**config.mk**
```make
export PLATFORM = sky130hd
export DESIGN_NAME = bcd_serial_add_ctrl
export DESIGN_NICKNAME = d
export VERILOG_FILES = /design/src/rtl/bcd_serial_add_ctrl.sv
export SDC_FILE = /design/constraint.sdc
export NUM_CORES = 1
export LEC_CHECK = 0
export BUFFER_PORTS_ARGS = -buffer_cell sky130_fd_sc_hd__buf_4
export CAP_MARGIN = 20
export CORE_MARGIN = 3
export CORE_UTILIZATION = 35
export CTS_BUF_LIST = sky130_fd_sc_hd__clkbuf_8
export CTS_CLUSTER_SIZE = 20
export DETAILED_ROUTE_END_ITERATION = 12
export SYNTH_ARGS = -nofsm -noshare
export SYNTH_HDL_FRONTEND = slang
export SYNTH_SLANG_ARGS = --single-unit
```
**constraint.sdc**
```tcl
create_clock -name clk -period 4.95 [get_ports clk]
set_input_delay 0.99 -clock clk [delete_from_list [all_inputs] [get_ports clk]]
set_output_delay 0.99 -clock clk [all_outputs]
set_load 0.05 [all_outputs]
```
**src/rtl/bcd_serial_add_ctrl.sv**
```systemverilog
// rtl/bcd_serial_add_ctrl.sv - digit-serial packed BCD adder sequencer (optional BCD_SERIAL_SUB_EN subtract mode)
module bcd_serial_add_ctrl #(
    parameter int DIGITS = 4
) (
    input  logic                  clk,
    input  logic                  reset,
    input  logic                  start,
`ifdef BCD_SERIAL_SUB_EN
    input  logic                  sub,
`endif
    input  logic [4*DIGITS-1:0]   a,
    input  logic [4*DIGITS-1:0]   b,
    output logic                  busy,
    output logic                  done,
    output logic [4*DIGITS-1:0]   sum,
    output logic                  carry_out,
    output logic                  err
);

    localparam int W     = 4 * DIGITS;
    localparam int IDX_W = (DIGITS > 1) ? $clog2(DIGITS) : 1;
    localparam logic [IDX_W-1:0] LAST_IDX = IDX_W'(DIGITS - 1);

    typedef enum logic [1:0] {
        S_IDLE,
        S_ADD,
        S_DONE
    } state_t;

    state_t           state;
    state_t           state_nx;
    logic [W-1:0]     a_q;
    logic [W-1:0]     b_q;
    logic [IDX_W-1:0] idx;
    logic             c;

    logic [W-1:0]     b_ld;
    logic             c_init;
    logic             any_bad;
    logic [3:0]       a_d;
    logic [3:0]       b_d;
    logic [4:0]       s;
    logic             c_nx;
    logic [3:0]       d_sum;
    logic             last;

    // err is judged on the operands as presented, before any complementing
    always_comb begin
        any_bad = 1'b0;
        for (int i = 0; i < DIGITS; i++) begin
            if (a[4*i +: 4] > 4'd9 || b[4*i +: 4] > 4'd9) begin
                any_bad = 1'b1;
            end
        end
    end

`ifdef BCD_SERIAL_SUB_EN
    always_comb begin
        b_ld   = b;
        c_init = 1'b0;
        if (sub) begin
            c_init = 1'b1;
            for (int i = 0; i < DIGITS; i++) begin
                b_ld[4*i +: 4] = 4'd9 - b[4*i +: 4];
            end
        end
    end
`else
    assign b_ld   = b;
    assign c_init = 1'b0;
`endif

    always_comb begin
        a_d   = a_q[4*int'(idx) +: 4];
        b_d   = b_q[4*int'(idx) +: 4];
        s     = {1'b0, a_d} + {1'b0, b_d} + {4'b0000, c};
        c_nx  = (s > 5'd9);
        d_sum = c_nx ? (s[3:0] + 4'd6) : s[3:0];
        last  = (idx == LAST_IDX);
    end

    always_ff @(posedge clk) begin
        if (reset) begin
            state <= S_IDLE;
        end else begin
            state <= state_nx;
        end
    end

    always_comb begin
        state_nx = state;
        case (state)
            S_IDLE:  if (start) state_nx = S_ADD;
            S_ADD:   if (last)  state_nx = S_DONE;
            S_DONE:  state_nx = S_IDLE;
            default: state_nx = S_IDLE;
        endcase
    end

    assign busy = (state == S_ADD);
    assign done = (state == S_DONE);

    always_ff @(posedge clk) begin
        if (reset) begin
            a_q       <= '0;
            b_q       <= '0;
            idx       <= '0;
            c         <= 1'b0;
            sum       <= '0;
            carry_out <= 1'b0;
            err       <= 1'b0;
        end else begin
            case (state)
                S_IDLE: begin
                    if (start) begin
                        a_q <= a;
                        b_q <= b_ld;
                        sum <= '0;
                        c   <= c_init;
                        idx <= '0;
                        err <= any_bad;
                    end
                end
                S_ADD: begin
                    sum[4*int'(idx) +: 4] <= d_sum;
                    c <= c_nx;
                    if (last) begin
                        carry_out <= c_nx;
                    end else begin
                        idx <= idx + 1'b1;
                    end
                end
                default: ;
            endcase
        end
    end

endmodule

```
# Word-level counts from Yosys, hierarchy flattened
# Cells that the tools add are included.
[word_totals]
register_bits = 55
in_bits = 35
out_inout_bits = 20
[op_classes]
add_sub_neg = 5
magnitude_cmp = 9
eq_ne = 6
shift = 4
n_mux = 16
n_reduce_logical = 11
[op_table]
columns = ["operator", "n"]
rows = [
  ["$neg 4->33", 1],
  ["$shift 4x33->16 const A", 1],
  ["$shiftx 4x33->16", 1],
  ["$gt 4x4->1 const B", 8],
  ["$pmux 16 s2", 1],
  ["$shiftx 16x5->4", 2],
  ["$bwmux 16", 1],
  ["$mux 16", 1],
  ["$mux 2", 4],
  ["$pmux 2 s2", 2],
  ["$reduce_and 2->1", 4],
  ["$add 4x4->5", 1],
  ["$add 5x1->5", 1],
  ["$gt 5x4->1 const B", 1],
  ["$mux 1", 5],
  ["$add 4x3->4 const B", 1],
  ["$eq 2x2->1 const B", 2],
  ["$logic_or 1x1->1", 4],
  ["$mux 4", 1],
  ["$ne 2x2->1 const B", 2],
  ["$reduce_and 3->1", 1],
  ["$add 2x1->2 const B", 1],
  ["$eq 2x1->1 const B", 1],
  ["$logic_not 2->1", 1],
  ["other kinds (3)", 3],
]

# Depth between registers and ports, before layout
[depth]
depth_word = 8
mapped_depth = 12
depth_no_buf = 10

# Worst setup path before layout
# Ideal clock, no wire load.
[synth_timing]
path_kind = "flip-flop to flip-flop"
startpoint = "register idx[0]"
endpoint = "register sum[14]"
setup_time_ps = 60
arrival_time_ps = 3925
t_required_ps = 4890
setup_slack_ps = 964
stages_incl_launch_ff = 13
path_buffers = 2
path_cell_list = "dfxtp_1 -> buf_2 -> buf_1 -> mux4_2 -> fa_1 -> fa_1 -> inv_1 -> ha_1 -> nor2b_1 -> a31o_2 -> o31ai_4 -> mux2i_1 -> a22o_1"
[synth_between]
elab_chain_len = 8
elab_cells_between_ends = 12
classes_between = "add/sub: 4; order compare: 1; shift: 4; mux: 3"
[synth_lines]
columns = ["element", "line", "source"]
rows = [
  ["start: declaration", "34", "logic [IDX_W-1:0] idx;"],
  ["start signal: assignment", "130", "idx <= idx + 1'b1;"],
  ["$shiftx 16x5->4, on equally long branches", "74, 75", ""],
  ["$add 4x4->5", "76", "s = {1'b0, a_d} + {1'b0, b_d} + {4'b0000, c};"],
  ["$add 5x1->5", "76", ""],
  ["$add 4x3->4 or $gt 5x4->1 (tied branches)", "78, 77", ""],
  ["$mux 4", "78", "d_sum = c_nx ? (s[3:0] + 4'd6) : s[3:0];"],
  ["$shiftx 4x33->16", "125", "sum[4*int'(idx) +: 4] <= d_sum;"],
  ["$bwmux 16 (*)", "125", ""],
  ["$pmux 16 s2 (*)", "113", "case (state)"],
  ["end signal: indexed assignment", "125", ""],
  ["end: declaration", "15", "output logic [4*DIGITS-1:0] sum,"],
]
# Mark *: on every way between the ends. The rest lies on a longest branch, timed or not.
# A chain may end at the register's enable or synchronous reset.

# Worst setup path in the final report
# Same ends and word-level chain as after synthesis.

==> impl_metrics.py <==
metrics = {
    "cts": {
        "cts_tree": "done",
        "postCtsSetupBuffers": 0,
        "cts_buffers": 5,
        "cts_resized": 0,
        "cts.sinks": 55,
        "path_clk_slew_ns": 0.10,
        "cts-htree-levels": 2,
        "clkLatencyLatePin_ns": 0.31,
        "clock-root-buffer": "clkbuf_8",
        "cts_buffer_depth": 2,
        "cts.hold.buffers_added": 0,
    },
    "floorplanning": {
        "core-area_um2": 7290,
        "initial_core_util_pct": 36.4,
        "rows": 31,
        "dieHeight_um": 93.1,
        "fp.dieArea_um2": 8670,
        "io_pins": 55,
        "die_x_um": 93.1,
    },
    "pwr": {
        "leakagePower_nw": 1.27,
        "power_w": 0.000924,
        "p_per_area_nw_per_um2": 287,
        "switching_power_w": 0.000284,
        "switching_share_pct": 30.7,
        "p_comb_share_pct": 22.0,
        "pwr-share-seq_pct": 51.7,
        "ir_drop_uv": 95.2,
        "pwr-share-clk_pct": 26.4,
        "internal_power_w": 0.000640,
    },
    "timing": {
        "fin_crit_sh_pct": 83.2,
        "slew_viol_final": 0,
        "setup-violations-final": 0,
        "setup_tns_ns": 0,
        "clock_skew_ns": 0.0112,
        "worst_pin_slew_ns": 0.736,
        "rsz0062_at_grt": "no",
        "setup_ws_ns": 0.833,
        "period_minus_slack_ns": 4.12,
        "max_freq_mhz": 243,
        "whs_ns": 0.462,
        "hold_viol": 0,
        "slew_headroom_pct": 50.9,
    },
    "grt": {
        "grt_pass1_vias": 2225,
        "grt_max_degree": 60,
        "grt_usage_pct": 15.8,
        "grt_pass1_wl_mm": 10.9,
        "antenna_found_initial": 0,
        "grt_overflow": 0,
    },
    "place": {
        "post-place-ws_ns": 0.853,
        "place_area_um2": 3130,
        "gp_congestion": 0.897,
        "dp_hpwl_mm": 5.01,
        "io_buffer_count": 54,
    },
    "synth": {
        "yosysMostFrequentCell": "nand2_1",
        "synth_top_area_share_pct": 41.5,
        "yosys_warnings": 0,
        "synthTopCellsByCount": "74 x nand2_1, 55 x dfxtp_1, 42 x a21oi_1",
        "synth.area.top_cells": "dfxtp_1 41%, nand2_1 10%, a21oi_1 7.9%",
        "syn_inst": 313,
        "ys_seq_area_share_pct": 41.5,
        "synth_area_leader_cell": "dfxtp_1",
        "synth-seq-cells": 55,
        "synth-main-ff-cell": "dfxtp_1",
        "synth-async-reset-ratio_pct": 0,
        "synth_fp_nets": 359,
        "synth_cell_type_count": 43,
        "syn_area_um2": 2660,
        "syn_avg_cell_area_um2": 8.49,
        "synth_edf_count": 0,
    },
    "finish": {
        "diodes": 0,
        "nets": 404,
        "drive_above_1_share_pct": 21.7,
        "fin_area_um2": 3220,
        "syn_to_final_growth_pct": 21.2,
        "nFillCells": 767,
    },
    "worst_setup_path": {
        "path_cells": "mux4_2 -> fa_1 -> fa_1 -> inv_1 -> ha_1 -> nor2b_1 -> a31o_2 -> o31ai_4 -> mux2i_1 -> a22o_1",
        "worstRegToRegCells": 10,
        "crit_arrival_ns": 4.38,
        "critical_path_class": "reg -> reg",
        "timing.rr.start": "idx[0]",
        "cp_slowest_cell": "fa_1",
        "path_delay_family": "adder cells",
        "start_kind": "register",
        "crit_top_cell": "fa_1",
        "path_buf_inv": 1,
        "crit_path_end_kind": "register",
        "crit_fanout": 16,
        "r2r_end": "sum[14]",
        "crit_path_max_incr_delay_ns": 0.82,
        "r2r_slack_ns": 0.83,
        "critPathRequiredTime_ns": 5.21,
    },
    "hold_path": {
        "min_to": "b_q[11]",
        "hold_depth": 2,
        "hold_path.startpoint": "b_q[11]",
        "worstHoldPathType": "reg -> reg",
    },
    "flow_run": {
        "drv_cap": 0,
    },
    "routing": {
        "avgViaCountPerCell": 5.24,
        "vias": 2398,
        "dr.pass1.iters": 4,
        "drt-initial-drc-count": 104,
        "post_drt_wl_per_cell_um": 14.5,
        "drt_wl_total_mm": 6.65,
        "ant_nets": 0,
        "drc": 0,
    },
    "outcome": {
        "outcome": "complete, no violations",
    },
}
## cell families after synthesis
kind of cell | Yosys count | share of synthesized area [%]
flops | 55 | 41.5
buf+inv | 25 | 3.86
compound gates | 77 | 18.1
fa+ha+maj | 11 | 5.75
xor+xnor | 1 | 0.330
mux | 10 | 7.54
simple gates | 134 | 22.9
## cell type report
class                           instances  area, µm²  share of cell area, %
Tap cell                               99        124                   3.85
Clock inverter                          3       16.3                  0.505
Timing Repair Buffer                   57        428                   13.3
Multi-Input combinational cell        233       1460                   45.3
Sequential cell                        55       1100                   34.2
Inverter                                6       22.5                  0.700
Clock buffer                            5       68.8                   2.14
## power by group through the flow
stage | clock network (W) | registers, W | logic [W]
finish | 0.000244 | 0.000478 | 0.000203
global route | 0.000268 | 0.000481 | 0.000225
CTS | 0.000247 | 0.000478 | 0.000203
detailed placement | 0 | 0.000488 | 0.000203
global placement | 0 | 0.000488 | 0.000200
floorplan | 0 | 0.000491 | 0.000137
## routing by layer
metal | up-vias | global-route usage [%] | part of all wire [%]
li1 | 1198 | - | -
met1 | 1121 | 21.9 | 48
met2 | 66 | 24.8 | 45
met3 | 13 | 2.57 | 5.0
met4 | 0 | 5.62 | 1.9
met5 | - | 0 | 0
## worst max-delay path by stage
stage	startpoint	to	slack, ns	cells after the start
after floorplan	idx[0]	sum[14]	0.96	12
after global placement	idx[0]	sum[14]	0.99	10
after detailed placement	idx[0]	sum[14]	0.85	10
after CTS	idx[0]	sum[14]	0.81	10
after global routing	idx[0]	sum[14]	0.52	10
final	idx[0]	sum[14]	0.83	10
## placed cells by master (no fill, tap or decap), types with 2 or more instances in the layout
master,synthesis,final
a21oi_1,42,42
a221oi_1,2,2
a22o_1,4,4
a22oi_1,3,3
a31oi_1,4,4
a32oi_1,4,4
and3_1,2,2
buf_4,0,57
clkbuf_8,0,5
dfxtp_1,55,55
fa_1,2,2
ha_1,9,9
inv_1,6,7
mux2i_1,2,2
mux4_2,8,8
nand2_1,74,74
nand3_1,5,5
nand4_1,4,4
nor2_1,20,20
nor2b_1,6,6
nor3_1,10,10
o21ai_0,8,8
o31ai_1,4,4
or4_1,3,3
## through the flow
stage / instances / util, %
6_report: 458 / 44.1
5_1_grt: 458 / 44.1
4_1_cts: 458 / 44.1
3_5_place_dp: 450 / 43.0
3_3_place_gp: 450 / 43.0
2_1_floorplan: 313 / -
## sequential cells by signal, indices dropped and copies added, names as in the netlist
signal	cells
b_q	16
c	1
a_q	16
state	2
sum	16
carry_out	1
idx	2
err	1
## worst reg2reg max path: stages (launching register included)
cell     delay, ns
dfxtp_1       0.53
mux4_2        0.57
fa_1          0.45
fa_1          0.82
inv_1         0.15
ha_1          0.23
nor2b_1       0.13
a31o_2        0.29
o31ai_4       0.31
mux2i_1       0.38
a22o_1        0.20
No activity file was read; power rests on OpenSTA's default activity.
